===== config.mk =====
export PLATFORM = sky130hd
export DESIGN_NAME = pipe_elastic_chain
export DESIGN_NICKNAME = d
export VERILOG_FILES = /design/src/rtl/pipe_elastic_chain.sv
export SDC_FILE = /design/constraint.sdc
export NUM_CORES = 1
export LEC_CHECK = 0
export BUFFER_PORTS_ARGS = -buffer_cell sky130_fd_sc_hd__buf_2
export CORE_UTILIZATION = 57
export DETAILED_ROUTE_END_ITERATION = 16
export PLACE_DENSITY = 0.95
export RECOVER_POWER = 50
export REMOVE_ABC_BUFFERS = 1
export SKIP_LAST_GASP = 1
export SLEW_MARGIN = 5
export SYNTH_ARGS = -nofsm -noshare
export SYNTH_HDL_FRONTEND = slang
export SYNTH_SLANG_ARGS = --single-unit

===== constraint.sdc =====
create_clock -name clk_i -period 3.7 [get_ports clk_i]
set_input_delay 0.185 -clock clk_i [delete_from_list [all_inputs] [get_ports clk_i]]
set_output_delay 0.185 -clock clk_i [all_outputs]
set_load 0.02 [all_outputs]

===== src/rtl/pipe_elastic_chain.sv =====
// pipe_elastic_chain
//   Elastic pipeline of DEPTH register stages, WIDTH bits each, with a
//   per-stage valid bit, valid/ready handshake and a global synchronous flush.
//   An empty stage always accepts new data, so bubbles collapse even while
//   later stages are stalled. Output data is taken straight from the last
//   stage register, so there is no combinational path from in_data_i.
//
//   Parameters: WIDTH (payload bits, >=1), DEPTH (stages, >=1)
//   Ports:
//     clk_i        clock, rising edge
//     rst_i        asynchronous reset, active low
//     flush_i      synchronous flush, clears every valid bit on the next edge
//     in_valid_i   upstream payload valid
//     in_data_i    upstream payload
//     in_ready_o   chain accepts in_data_i this cycle
//     out_valid_o  out_data_o holds a valid entry
//     out_data_o   payload of the last stage
//     out_ready_i  downstream accepts out_data_o this cycle
//     occ_o        number of valid stages (only when PIPE_OCC_EN is defined)
//   Build option: define PIPE_OCC_EN to add the occ_o occupancy port.

module pipe_elastic_chain #(
  parameter int WIDTH = 32,
  parameter int DEPTH = 2
) (
  input  logic                       clk_i,
  input  logic                       rst_i,
  input  logic                       flush_i,
  input  logic                       in_valid_i,
  input  logic [WIDTH-1:0]           in_data_i,
  output logic                       in_ready_o,
  output logic                       out_valid_o,
  output logic [WIDTH-1:0]           out_data_o,
  input  logic                       out_ready_i
`ifdef PIPE_OCC_EN
  ,
  output logic [$clog2(DEPTH+1)-1:0] occ_o
`endif
);

  logic [DEPTH-1:0] vld;
  logic [WIDTH-1:0] dat     [DEPTH];
  logic [DEPTH:0]   rdy;
  logic [DEPTH-1:0] src_vld;
  logic [WIDTH-1:0] src_dat [DEPTH];

  // rdy[k]: stage k can take data, either because it is empty or because its
  // occupant moves on this edge. A running variable keeps the chain acyclic.
  always_comb begin
    logic r;
    r          = out_ready_i;
    rdy        = '0;
    rdy[DEPTH] = out_ready_i;
    for (int k = DEPTH - 1; k >= 0; k--) begin
      r      = ~vld[k] | r;
      rdy[k] = r;
    end
  end

  // Each stage's source: the input port for stage 0, the previous stage otherwise.
  always_comb begin
    src_vld    = '0;
    src_vld[0] = in_valid_i;
    src_dat[0] = in_data_i;
    for (int k = 1; k < DEPTH; k++) begin
      src_vld[k] = vld[k-1];
      src_dat[k] = dat[k-1];
    end
  end

  // A load takes priority over a drain, so a stage that passes its entry on
  // and receives a new one in the same edge stays valid.
  always_ff @(posedge clk_i or negedge rst_i) begin
    if (!rst_i) begin
      vld <= '0;
      for (int k = 0; k < DEPTH; k++) begin
        dat[k] <= '0;
      end
    end else if (flush_i) begin
      vld <= '0;
    end else begin
      for (int k = 0; k < DEPTH; k++) begin
        if (src_vld[k] && rdy[k]) begin
          vld[k] <= 1'b1;
          dat[k] <= src_dat[k];
        end else if (rdy[k+1]) begin
          vld[k] <= 1'b0;
        end
      end
    end
  end

  // Flush masks both handshakes so nothing transfers in the flush cycle.
  assign in_ready_o  = rdy[0] & ~flush_i;
  assign out_valid_o = vld[DEPTH-1] & ~flush_i;
  assign out_data_o  = dat[DEPTH-1];

`ifdef PIPE_OCC_EN
  assign occ_o = $bits(occ_o)'($countones(vld));
`endif

endmodule


==> results.env <==
CORE_REGION_AREA_UM2=4786
DIE-AREA_UM2=5321
PLACE_HPWL_MM=3.048
GRT-OVFL-TOTAL=0
NETS_FINISH=261
POST_CTS_RESIZE_COUNT=0
P_SEQ_SHARE_PCT=45.0
DRV.MAX_CAP_VIOLATION_COUNT=2
FINISH.UTILIZATION_PCT=66.77
POSTSYNTHREGISTERBITS=66
SWSHARE_PCT=28.39
SYNTHESIS.AREA_UM2=2869
DETAIL_ROUTE.WL_PER_CELL_UM=15.06
POST-ROUTE-WORST-SETUP-SLACK_NS=1.276
PATH_CLASS='reg -> reg'
SYNTHESIS.AREA_PER_INSTANCE_UM2=16.03
INITIAL_CORE_UTIL_PCT=59.95
FIN_TNS_SETUP_NS=0
YOSYS_WARNINGS=0
DRT_WL_TOTAL_MM=4.459
SETUP_VIOL_COUNT_FINAL=0
HOLD_START='in_data_i[24]'
CRIT_CHAIN='nand2b_1 > nand3b_1 > clkbuf_1 > mux2_2'
FINCLKSKEW_NS=0.006656
INITIALDRTVIOLATIONCOUNT=51
FLOORPLAN.DIE.HEIGHT_UM=72.95
R2R_SLACK_NS=1.28
LAYOUT-AREA-OVERHEAD-VS-SYNTH_PCT=11.38
CRIT_START='vld[1]'
H_TREE_LEVEL_COUNT=3
NUMBER_OF_GLOBAL_ROUTE_VIAS_BEFORE_REPAIR=1580
P_SWITCHING_mW=0.6132
FF2FF_PATH_DEPTH=4
MIN_PERIOD_OVER_PERIOD_PCT=65.51
DRIVE_ABOVE_1_SHARE_PCT=51.09
CLOCK_INSERTION_DELAY_WORST_SKEW_NS=0.33
REPORT.FINAL.SLEW_VIOL_COUNT=66
ROUTE.DETAILED.VIAS_PER_INST=4.848
YS_SEQ_AREA_SHARE_PCT=57.57
DETAILED_ROUTE_VIA_COUNT=1435
OUTCOME='finished with violations'
WORST_R2R_ENDPOINT='out_data_o[10]'
LEAKAGEPOWER_nW=1.527
MAX_CLOCK_FREQ_MHz=412.6
IO_BUFFER_COUNT=70
FINALCRITICALPERIOD_NS=2.424
ROWS=25
COMB_POWER_SHARE_PCT=22.0
LEAST_MARGIN_PIN_SLEW_NS=1.831
DETAIL_ROUTE.DRC_VIOLATIONS=0
ENDPOINT='out_data_o[10]'
MAXIMUM_NUMBER_OF_PINS_ON_ONE_NET_BEFORE_GLOBAL_ROUTE_REPAIR=36
CPPEAKSTAGEDELAY_NS=1.32
GRT_ANTENNA_BEFORE_REPAIR=0
GPL.FINAL_WEIGHTED_CONGESTION=0.6963
FIRSTDRTPASSITERS=4
WORST_R2R_STARTPOINT='vld[1]'
NUM-FILL-CELLS=351
GRT.TOTAL_USAGE_PCT=19.40
FINAL-HOLD-VIOLATION-COUNT=0
IR_DROP_V=0.0004690
FAILING_CHECKS='max-capacitance violations, max-slew violations'
CLOCK_TREE.BUFFER_DEPTH=2
CRITPATHMAXFANOUT=32
CP_DATA_ARRIVAL_TIME_NS=2.63
SYNTHDISTINCTLIBCELLS=15
WORST-ENDPOINT-REQUIRED_NS=3.91
POWER.TOTAL_mW=2.160
WORSTHOLDPATHTYPE='in -> reg'
WORST_SETUP_HOLD_PATH_CLK_SLEW_NS=0.07
SYNTHESIS.INSTANCES=179
PRE_CTS_SLACK_NS=1.615
CTS_BUF_COUNT=9
N_ANTENNA_CELL=0
CTSROOTBUFFERMASTER='sky130_fd_sc_hd__clkbuf_8'
CTS.SINK_COUNT=66
POWER.SHARE.CLOCK_PCT=33.0
TRITONCTS='built'
GRT_SETUP_UNREPAIRED='false'
GRT_FIRST_PASS_WIRELENGTH_MM=7.527
DIE_W_UM=72.95
CELLPOWERDENSITY_nW_PER_UM2=676.0
RELATIVE_SLEW_SLACK_PCT=-22.03
CP_SLOWEST_CELL='sky130_fd_sc_hd__clkbuf_1'
TIMING.CRITICAL_PATH.FROM_TYPE='flop'
DRTANTENNAVIOLNETS=0
CRITICAL_PATH.ENDPOINT_TYPE='flop'
IOS=71
CELLINTERNALPOWER_mW=1.547
[timing repair]
item | CTS | global route
hold endpoints to repair | 31 | 0
setup buffers | 0 | 0
hold buffers | 1 | 0
[synth_stat cells]
master,count,area (um^2)
sky130_fd_sc_hd__a21oi_1,1,5.000
sky130_fd_sc_hd__and3b_1,1,8.760
sky130_fd_sc_hd__buf_12,3,60.06
sky130_fd_sc_hd__buf_2,3,15.01
sky130_fd_sc_hd__buf_4,32,240.2
sky130_fd_sc_hd__buf_6,1,11.26
sky130_fd_sc_hd__dfrtp_1,66,1652
sky130_fd_sc_hd__inv_1,1,3.750
sky130_fd_sc_hd__mux2_2,34,382.9
sky130_fd_sc_hd__mux2_4,30,450.4
sky130_fd_sc_hd__nand2b_1,1,6.260
sky130_fd_sc_hd__nand3b_1,1,7.510
sky130_fd_sc_hd__nor2_1,3,11.26
sky130_fd_sc_hd__nor2b_1,1,6.260
sky130_fd_sc_hd__or3b_1,1,8.760
[per-layer routing]
layer | share of wire [%] | global-route usage (%)
met1 | 44 | 25.07
met2 | 48 | 29.60
met3 | 6.5 | 7.044
met4 | 1.1 | 8.497
met5 | 0 | 0
[area by class of cell]
class	instances	area [um^2]	area share (%)
Multi-Input combinational cell	73	887.1	27.76
Tap cell	67	83.83	2.623
Sequential cell	66	1652	51.68
Clock buffer	9	123.9	3.876
Timing Repair Buffer	73	327.8	10.26
Inverter	1	3.754	0.1175
Clock inverter	7	117.6	3.681
[critical path: cells and delay by family, from the launching register on]
family	cells	cell delay, ns
mux	1	0.46
buf+inv	1	1.32
simple gates	2	0.16
flops	1	0.36
[cells by family (layout without fill, tap and decap cells)]
logic type,after synthesis,after routing,synth area share [%]
buf+inv,40,90,11.51
simple gates,8,8,1.701
mux,64,64,29.04
compound gates,1,1,0.1743
flops,66,66,57.57
[power groups by stage]
stage	Combinational [mW]	Clock, mW	Sequential [mW]
floorplan	0.198	0	1.10
global placement	0.495	0	0.971
detailed placement	0.511	0	0.980
CTS	0.514	0.734	0.970
global route	0.510	0.761	0.994
finish	0.475	0.714	0.971
[sequential cells by signal (all words and copies together), names as in the netlist]
| name | count |
|---|---|
| dat | 32 |
| out_data_o | 32 |
| vld | 2 |
[worst min path at each step]
stage,slack (ns),cells after the start,end
floorplan,-0.11,0,dat[32]
global placement,0.25,1,dat[39]
detailed placement,0.26,1,dat[43]
CTS,0.07,2,vld[1]
global route,0.07,2,dat[60]
finish,0.08,2,dat[56]
[stage by stage]
| stage | hold WS (ns) | cells | area, um^2 |
|---|---|---|---|
| finish | 0.08066 | 296 | 3196 |
| floorplan | -0.1106 | 140 | 2542 |
| global placement | 0.2542 | 279 | 2992 |
| global route | 0.06526 | 296 | 3196 |
| detailed placement | 0.2621 | 279 | 2992 |
| CTS | 0.06624 | 296 | 3243 |
[cells in the final DEF (no fill, tap or decap)]
cell type and count:
sky130_fd_sc_hd__a21oi_1 1, sky130_fd_sc_hd__clkbuf_1 36, sky130_fd_sc_hd__clkinv_2 1, sky130_fd_sc_hd__nand3b_1 1
sky130_fd_sc_hd__buf_2 35, sky130_fd_sc_hd__clkbuf_8 9, sky130_fd_sc_hd__inv_1 1, sky130_fd_sc_hd__dfrtp_1 66
sky130_fd_sc_hd__clkinvlp_4 3, sky130_fd_sc_hd__buf_4 1, sky130_fd_sc_hd__nand2b_1 1, sky130_fd_sc_hd__nor2b_1 1
sky130_fd_sc_hd__bufinv_16 3, sky130_fd_sc_hd__nor2_1 3, sky130_fd_sc_hd__mux2_2 34, sky130_fd_sc_hd__mux2_4 30
sky130_fd_sc_hd__dlygate4sd3_1 1, sky130_fd_sc_hd__or3b_2 1, sky130_fd_sc_hd__and3b_1 1
No activity file was read; power rests on OpenSTA's default activity.
